**config.mk**
```make
export PLATFORM = sky130hd
export DESIGN_NAME = mem_access_stage_flat
export DESIGN_NICKNAME = d
export VERILOG_FILES = /design/src/rtl/mem_access_stage_pkg.sv /design/src/rtl/mem_access_stage_if.sv /design/src/rtl/mem_access_stage_reglayer_four.sv /design/src/rtl/mem_access_stage.sv /design/src/flat_wrapper.sv
export SDC_FILE = /design/constraint.sdc
export NUM_CORES = 1
export LEC_CHECK = 0
export CAP_MARGIN = 20
export CELL_PAD_IN_SITES_DETAIL_PLACEMENT = 1
export CELL_PAD_IN_SITES_GLOBAL_PLACEMENT = 2
export CORE_AREA = 3 3 280 282
export DETAILED_ROUTE_END_ITERATION = 6
export DIE_AREA = 0 0 283 285
export DONT_BUFFER_PORTS = 1
export GPL_TIMING_DRIVEN = 1
export PLACE_DENSITY = 0.44
export RECOVER_POWER = 100
export SLEW_MARGIN = 5
export SYNTH_ARGS = -nofsm -noshare
export SYNTH_HDL_FRONTEND = slang
export SYNTH_SLANG_ARGS = --single-unit
```
**constraint.sdc**
```tcl
create_clock -name clk -period 11.3 [get_ports clk]
set_input_delay 2.26 -clock clk [delete_from_list [all_inputs] [get_ports clk]]
set_output_delay 2.26 -clock clk [all_outputs]
set_load 0.02 [all_outputs]
```
**src/rtl/mem_access_stage_pkg.sv**
```systemverilog
// Shared definitions for the MEM stage: datapath width, ResultSrc encodings,
// MEM-stage FSM state encoding and the MEM/WB register layout.
package mem_access_stage_pkg;

   localparam int unsigned XLEN = 64;

   // ResultSrc encodings used by the writeback result mux
   localparam logic [1:0] SRC_ALU = 2'b00;
   localparam logic [1:0] SRC_MEM = 2'b01;
   localparam logic [1:0] SRC_PC4 = 2'b10;
   localparam logic [1:0] SRC_IMM = 2'b11;

   typedef enum logic {
      IDLE     = 1'b0,
      WAIT_RSP = 1'b1
   } mem_state_e;

   typedef struct packed {
      logic            reg_write;
      logic [1:0]      result_src;
      logic [XLEN-1:0] alu_result;
      logic [XLEN-1:0] read_data;
      logic [XLEN-1:0] pc_plus4;
      logic [4:0]      rd;
      logic [XLEN-1:0] ext_imm;
   } mem_wb_t;

endpackage

```
**src/rtl/mem_access_stage_if.sv**
```systemverilog
// Data-memory valid/ready port.
//   master (MEM stage): drives req_valid/we/addr/wdata, receives ready and response
//   slave  (memory)   : the reverse
interface mem_access_stage_if;
   import mem_access_stage_pkg::*;

   logic            dmem_req_valid;
   logic            dmem_req_ready;
   logic            dmem_req_we;
   logic [XLEN-1:0] dmem_req_addr;
   logic [XLEN-1:0] dmem_req_wdata;
   logic            dmem_rsp_valid;
   logic [XLEN-1:0] dmem_rsp_rdata;

   modport master (
      output dmem_req_valid,
      input  dmem_req_ready,
      output dmem_req_we,
      output dmem_req_addr,
      output dmem_req_wdata,
      input  dmem_rsp_valid,
      input  dmem_rsp_rdata
   );

   modport slave (
      input  dmem_req_valid,
      output dmem_req_ready,
      input  dmem_req_we,
      input  dmem_req_addr,
      input  dmem_req_wdata,
      output dmem_rsp_valid,
      output dmem_rsp_rdata
   );

endinterface

```
**src/rtl/mem_access_stage_reglayer_four.sv**
```systemverilog
// MEM/WB pipeline register.
//   clk, rst : clock, asynchronous active-high reset (clears every field)
//   load     : 1 = capture d, 0 = insert a bubble (reg_write/result_src cleared, rest held)
//   d, q     : MEM/WB fields in / out
module reglayer_four
   import mem_access_stage_pkg::*;
(
   input  logic    clk,
   input  logic    rst,
   input  logic    load,
   input  mem_wb_t d,
   output mem_wb_t q
);

   always_ff @(posedge clk or posedge rst) begin
      if (rst) begin
         q <= '0;
      end else if (load) begin
         q <= d;
      end else begin
         // Bubble: WB sees no write; data fields hold so nothing toggles needlessly
         q.reg_write  <= 1'b0;
         q.result_src <= SRC_ALU;
      end
   end

endmodule

```
**src/rtl/mem_access_stage.sv**
```systemverilog
// MEM pipeline stage. Issues loads/stores as doubleword transactions on a
// valid/ready data-memory port, stalls upstream while a transaction is
// outstanding and holds the MEM/WB register.
//   clk, rst          : clock, asynchronous active-high reset
//   *M inputs         : EX/MEM register fields
//   StallM            : combinational stall for PC, IF/ID, ID/EX, EX/MEM
//   dmem              : data-memory port (master side)
//   *W outputs        : MEM/WB register fields
module mem_access_stage
   import mem_access_stage_pkg::*;
(
   input  logic              clk,
   input  logic              rst,
   input  logic              RegWriteM,
   input  logic              MemWriteM,
   input  logic [1:0]        ResultSrcM,
   input  logic [XLEN-1:0]   ALUResultM,
   input  logic [XLEN-1:0]   WriteDataM,
   input  logic [XLEN-1:0]   PCPlus4M,
   input  logic [4:0]        RdM,
   input  logic [XLEN-1:0]   ExtImmM,
   output logic              StallM,
   mem_access_stage_if.master dmem,
   output logic              RegWriteW,
   output logic [1:0]        ResultSrcW,
   output logic [XLEN-1:0]   ALUResultW,
   output logic [XLEN-1:0]   ReadDataW,
   output logic [XLEN-1:0]   PCPlus4W,
   output logic [4:0]        RdW,
   output logic [XLEN-1:0]   ExtImmW
);

   mem_state_e      state_q, state_d;
   logic            mem_op;
   logic            is_store;
   logic            stall;
   logic            req_valid;
   logic [XLEN-1:0] read_data;
   mem_wb_t         w_d, w_q;

   // A store wins if both the store flag and the load ResultSrc are set
   assign is_store = MemWriteM;
   assign mem_op   = MemWriteM | (ResultSrcM == SRC_MEM);

   always_ff @(posedge clk or posedge rst) begin
      if (rst) begin
         state_q <= IDLE;
      end else begin
         state_q <= state_d;
      end
   end

   always_comb begin
      state_d   = state_q;
      stall     = 1'b0;
      req_valid = 1'b0;
      read_data = '0;
      case (state_q)
         IDLE: begin
            // A response arriving here is stale and is ignored
            if (mem_op) begin
               req_valid = 1'b1;
               if (!dmem.dmem_req_ready) begin
                  stall = 1'b1;
               end else if (!is_store) begin
                  stall   = 1'b1;
                  state_d = WAIT_RSP;
               end
            end
         end
         WAIT_RSP: begin
            if (dmem.dmem_rsp_valid) begin
               read_data = dmem.dmem_rsp_rdata;
               state_d   = IDLE;
            end else begin
               stall = 1'b1;
            end
         end
         default: state_d = IDLE;
      endcase
      // Keep the port and the stall quiet for as long as reset is held
      if (rst) begin
         stall     = 1'b0;
         req_valid = 1'b0;
      end
   end

   assign StallM              = stall;
   assign dmem.dmem_req_valid = req_valid;
   // Request fields come straight from EX/MEM, which the stall holds stable
   assign dmem.dmem_req_we    = is_store;
   assign dmem.dmem_req_addr  = {ALUResultM[XLEN-1:3], 3'b000};
   assign dmem.dmem_req_wdata = WriteDataM;

   always_comb begin
      w_d            = '0;
      w_d.reg_write  = RegWriteM;
      w_d.result_src = ResultSrcM;
      w_d.alu_result = ALUResultM;
      w_d.read_data  = read_data;
      w_d.pc_plus4   = PCPlus4M;
      w_d.rd         = RdM;
      w_d.ext_imm    = ExtImmM;
   end

   // Any stalled cycle loads a bubble so WB commits each instruction once
   reglayer_four u_mem_wb (
      .clk  (clk),
      .rst  (rst),
      .load (!stall),
      .d    (w_d),
      .q    (w_q)
   );

   assign RegWriteW  = w_q.reg_write;
   assign ResultSrcW = w_q.result_src;
   assign ALUResultW = w_q.alu_result;
   assign ReadDataW  = w_q.read_data;
   assign PCPlus4W   = w_q.pc_plus4;
   assign RdW        = w_q.rd;
   assign ExtImmW    = w_q.ext_imm;

endmodule

```
**src/flat_wrapper.sv**
```systemverilog
// flat-port wrapper written by rule: the top's interface ports become plain ports
module mem_access_stage_flat import mem_access_stage_pkg::*;
  (clk, rst, RegWriteM, MemWriteM, ResultSrcM, ALUResultM, WriteDataM, PCPlus4M, RdM, ExtImmM, StallM, RegWriteW, ResultSrcW, ALUResultW, ReadDataW, PCPlus4W, RdW, ExtImmW, dmem_dmem_req_valid, dmem_dmem_req_ready, dmem_dmem_req_we, dmem_dmem_req_addr, dmem_dmem_req_wdata, dmem_dmem_rsp_valid, dmem_dmem_rsp_rdata);
  mem_access_stage_if dmem_i ();
  input  logic clk;
  input  logic rst;
  input  logic RegWriteM;
  input  logic MemWriteM;
  input  logic [1:0] ResultSrcM;
  input  logic [XLEN-1:0] ALUResultM;
  input  logic [XLEN-1:0] WriteDataM;
  input  logic [XLEN-1:0] PCPlus4M;
  input  logic [4:0] RdM;
  input  logic [XLEN-1:0] ExtImmM;
  output logic StallM;
  output logic RegWriteW;
  output logic [1:0] ResultSrcW;
  output logic [XLEN-1:0] ALUResultW;
  output logic [XLEN-1:0] ReadDataW;
  output logic [XLEN-1:0] PCPlus4W;
  output logic [4:0] RdW;
  output logic [XLEN-1:0] ExtImmW;
  output wire logic [$bits(dmem_i.dmem_req_valid)-1:0] dmem_dmem_req_valid;
  input wire logic [$bits(dmem_i.dmem_req_ready)-1:0] dmem_dmem_req_ready;
  output wire logic [$bits(dmem_i.dmem_req_we)-1:0] dmem_dmem_req_we;
  output wire logic [$bits(dmem_i.dmem_req_addr)-1:0] dmem_dmem_req_addr;
  output wire logic [$bits(dmem_i.dmem_req_wdata)-1:0] dmem_dmem_req_wdata;
  input wire logic [$bits(dmem_i.dmem_rsp_valid)-1:0] dmem_dmem_rsp_valid;
  input wire logic [$bits(dmem_i.dmem_rsp_rdata)-1:0] dmem_dmem_rsp_rdata;
  assign dmem_dmem_req_valid = dmem_i.dmem_req_valid;
  assign dmem_i.dmem_req_ready = dmem_dmem_req_ready;
  assign dmem_dmem_req_we = dmem_i.dmem_req_we;
  assign dmem_dmem_req_addr = dmem_i.dmem_req_addr;
  assign dmem_dmem_req_wdata = dmem_i.dmem_req_wdata;
  assign dmem_i.dmem_rsp_valid = dmem_dmem_rsp_valid;
  assign dmem_i.dmem_rsp_rdata = dmem_dmem_rsp_rdata;
  mem_access_stage u_core (.clk(clk), .rst(rst), .RegWriteM(RegWriteM), .MemWriteM(MemWriteM), .ResultSrcM(ResultSrcM), .ALUResultM(ALUResultM), .WriteDataM(WriteDataM), .PCPlus4M(PCPlus4M), .RdM(RdM), .ExtImmM(ExtImmM), .StallM(StallM), .dmem(dmem_i), .RegWriteW(RegWriteW), .ResultSrcW(ResultSrcW), .ALUResultW(ALUResultW), .ReadDataW(ReadDataW), .PCPlus4W(PCPlus4W), .RdW(RdW), .ExtImmW(ExtImmW));
endmodule
```
; ---- Word-level counts from Yosys, hierarchy flattened
; Index checks and enable logic that the tools add are counted.
[op_classes]
n_mux = 15
n_eq_ne = 1
n_bitwise = 2
[ops]
columns = cell, count
row1 = two-way mux 64 bit, 2
row2 = two-way mux 1 bit, 10
row3 = case mux 1 bit (2 select lines), 2
row4 = two-way mux 3 bit, 1
row5 = == test 2 x 1 -> 1 bit (second input constant), 1
row6 = inverter 1 bit, 1
row7 = OR 1 bit, 1
[word_totals]
word_cells = 26
regBits = 265

; ---- Longest topological paths before layout
[logic_depth]
ltp_word = 6
mapped_depth = 5

; ---- Modules after synthesis
; A second synthesis with hierarchy kept.
[unflattened]
cells_unflattened = 779
hier_area_um2 = 11523.6
[by_module_without_submodules]
columns = mod, area_per_inst_um2, cells_per_inst, seq_area_each_um2, n_inst
row1 = reglayer_four, 9952.0, 558, 6606.3, 1
row2 = mem_access_stage, 1571.5, 221, 25.0, 1

; ---- Worst setup path after synthesis
; No wires, ideal clock.
[synth_timing]
path_kind = in2out
startpoint = input ResultSrcM[1]
endpoint = output StallM
path_stages = 5
t_required_ps = 9040
t_arrival_ps = 3367
n_path_buf = 2
setup_slack_ps = 5673
path_cell_list = or3b_1 a31o_4 buf_12 buf_8 inv_1
[synth_between]
elab_chain_cells = 5
[synth_rtl]
columns = element, line_no
row1 = from (decl), flat_wrapper.sv:9  ; input logic [1:0] ResultSrcM;
row2 = == test 2 x 1 -> 1 bit, mem_access_stage.sv:43  ; assign mem_op = MemWriteM | (ResultSrcM == SRC_MEM);
row3 = OR 1 bit, mem_access_stage.sv:43
row4 = two-way mux 1 bit, mem_access_stage.sv:61  ; if (mem_op) begin
row5 = case mux 1 bit (2 select lines), mem_access_stage.sv:58  ; case (state_q)
row6 = two-way mux 1 bit, mem_access_stage.sv:82  ; if (rst) begin
row7 = to (decl), flat_wrapper.sv:15  ; output logic StallM;
; Every way passes these cells.

==> metrics <==
number of top-level pins 728; family with the most delay on the worst path buffers and inverters; first drt pass iteration count 4; Hold WS 0.636 ns; placed standard-cell area 0.0121 mm2; RSZ-0062 raised after global routing no; pin count of the biggest net entering global routing 109; CP Cell Sequence clkinvlp_2 > clkbuf_1 > buf_4; total length of routed wires 34500 um; number of resized instances in the post-cts repair step 0; min Tclk post-route 7.15 ns; overall routing resource usage 0.0830; number of violations reported at the end of detailed-routing iteration 0 171; worst slew pin tran 4.53 ns; Area growth syn-to-layout 2.22%; Seq cells post-synth 265; violated checks max-capacitance violations, max-slew violations; clock transition at the registers of the reported paths 0.05 ns; cell with the largest stage delay on the worst path clkinvlp_2; sequential cell area fraction in the yosys report 0.544; global-route wire length before repair 50500 um; Bufs and invs on worst path 3; via count of the first global-routing pass 6544; main area contributors after synthesis dfrtp_1 (54%), mux2_4 (24%), buf_4 (8.0%); Startpoint Class primary input; die extent in y 285 um; Max stage delay on crit path 2.47 ns; cell accounting for the most synthesized area dfrtp_1; number of inserted filler cells in the final layout 8560; Relative slew margins -2.04; post-layout instance area 0.0124 mm2; source of the worst register-to-register timing path u_core.state_q; vias post-DR 5824; cell count after synthesis 787; number of buffers added by the clock tree synthesis step 34; power density over cell area 196 mW/mm2; Finish-stage setup viols 0; antenna violations before repair 17; Vias per Instance 3.40; placer congestion estimate 0.756; effective utilization at floorplan 0.160; average instance area after synthesis 15.5 um2; Layout Skew 0.00747 ns; Worst Setup Path Type primary input to asynchronous set/reset pin; net count reported at finish 988; Register-to-Register Setup Slack 6.86 ns; capture endpoint of the worst hold path u_core.u_mem_wb.q[120]; aggregate negative setup slack 0 ns; capturing element type of the critical path asynchronous set/reset pin; crit share post-route 0.633; Yosys Warn Count 0; maximum vdd ir drop 0.0734 mV; final number of max-transition violations 299; post-synthesis cell type count 24; buffers inserted during post-CTS setup optimization 0; most common cell after layout, fill and taps aside dfrtp_1; post-cts hold buffer count 0; timing-limited maximum frequency 140 MHz; full die area 0.0807 mm2; critical path data required time 11.83 ns; hold-critical path depth 1; status finished, violations left; area of the core 0.0759 mm2; number of cell rows 101; H-tree level count 2; area share of the leading cell type in the synthesized netlist 0.544; number of I/O port buffers 0; static leakage 5.31 nW; cell area after synthesis 0.0122 mm2; Reg-to-Reg End u_core.u_mem_wb.q[262]; average wire per standard cell 20.1 um; maximum fanout along the worst path 93; count of unresolved DRC violations after routing 0; path class of the lowest-slack min-delay path flip-flop to flip-flop; Max Root-Sink Buffers 3; most used cells in the layout excluding fill and tap cells dfrtp_1 (264), mux2_1 (196), and3_1 (64), a31o_2 (64), clkbuf_16 (37); # Max-Cap Violations 6; clock latency reported for the late side of the worst-skew pair 0.52 ns; ANT nets after route 0; final hold violations 0; Critical Path Source rst; cell chosen for the clock root clkbuf_16; clk sinks 265; chip width 283 um; R2R cell count 4; total overflow reported by the global router 0; post-detailed-placement half-perimeter wirelength 24600 um; launch point of the worst hold path u_core.u_mem_wb.q[120]; fraction of final layout cells sized beyond drive strength 1 0.186; Tot Pwr 2.43 mW; CP arrival 7.68 ns; CTS tree yes
-- cells in the mapped netlist, drive strengths merged --
cell	count
dfrtp	265
mux2	197
buf	158
a31o	65
and3	64
clkbuf	21
inv	4
a21oi	2
and2	2
a21o	1
a31oi	1
conb	1
nand2	1
nand4	1
nor3	1
o22ai	1
or2b	1
or3b	1
-- state kept, by name, summed over array words and instances, names as in the netlist --
name               cells
u_core.u_mem_wb.q    264
u_core.state_q         1
-- worst max path at each step --
stage / end / slack (ns) / cells past startpoint
finish: u_core.u_mem_wb.q[242] / 4.15 / 3
floorplan: u_core.state_q / 1.74 / 1
global placement: StallM / 5.64 / 3
global route: u_core.u_mem_wb.q[241] / 2.92 / 3
detailed placement: StallM / 5.63 / 3
CTS: StallM / 5.63 / 3
-- routing by layer --
metal	global-route usage	up-vias	wire length [um]
li1	-	2356	-
met1	0.0887	2991	11900
met2	0.139	403	17300
met3	0.0454	70	4140
met4	0.0288	4	1120
met5	0	-	27
-- kinds of logic after synthesis --
group,Yosys count,share of synthesized area
AO/OA/AOI/OAI,70,0.0500
buffers and inverters,183,0.126
flip-flops,265,0.544
multiplexers,197,0.243
other,1,0.000308
AND/OR/NAND/NOR,71,0.0366
-- area by class of cell --
class,instances,area (um2),share of cell area
tap,1030,1290,0.104
clock inverter,6,82.6,0.00663
antenna,5,12.5,0.00101
inverter,4,16.3,0.00131
timing repair buffer,9,65.1,0.00523
sequential,265,6630,0.533
multi-input combinational,341,3280,0.264
clock buffer,54,1070,0.0859
-- per-stage QoR --
| stage | worst slack (ns) | std cells | utilization |
|---|---|---|---|
| 2_1_floorplan | 1.74 | 789 | - |
| 3_3_place_gp | 5.64 | 1649 | 0.159 |
| 3_5_place_dp | 5.63 | 1649 | 0.159 |
| 4_1_cts | 5.63 | 1709 | 0.174 |
| 5_1_grt | 2.92 | 1714 | 0.164 |
| 6_report | 4.15 | 1714 | 0.164 |
-- power by group --
| part | internal (mW) | total (mW) | switching [mW] |
|---|---|---|---|
| Sequential | 1.03 | 1.19 | 0.161 |
| Clock | 0.693 | 1.11 | 0.415 |
| Combinational | 0.0612 | 0.140 | 0.0784 |
| Total | 1.78 | 2.43 | 0.654 |
Note: power is estimated with default switching activity, not from simulation.
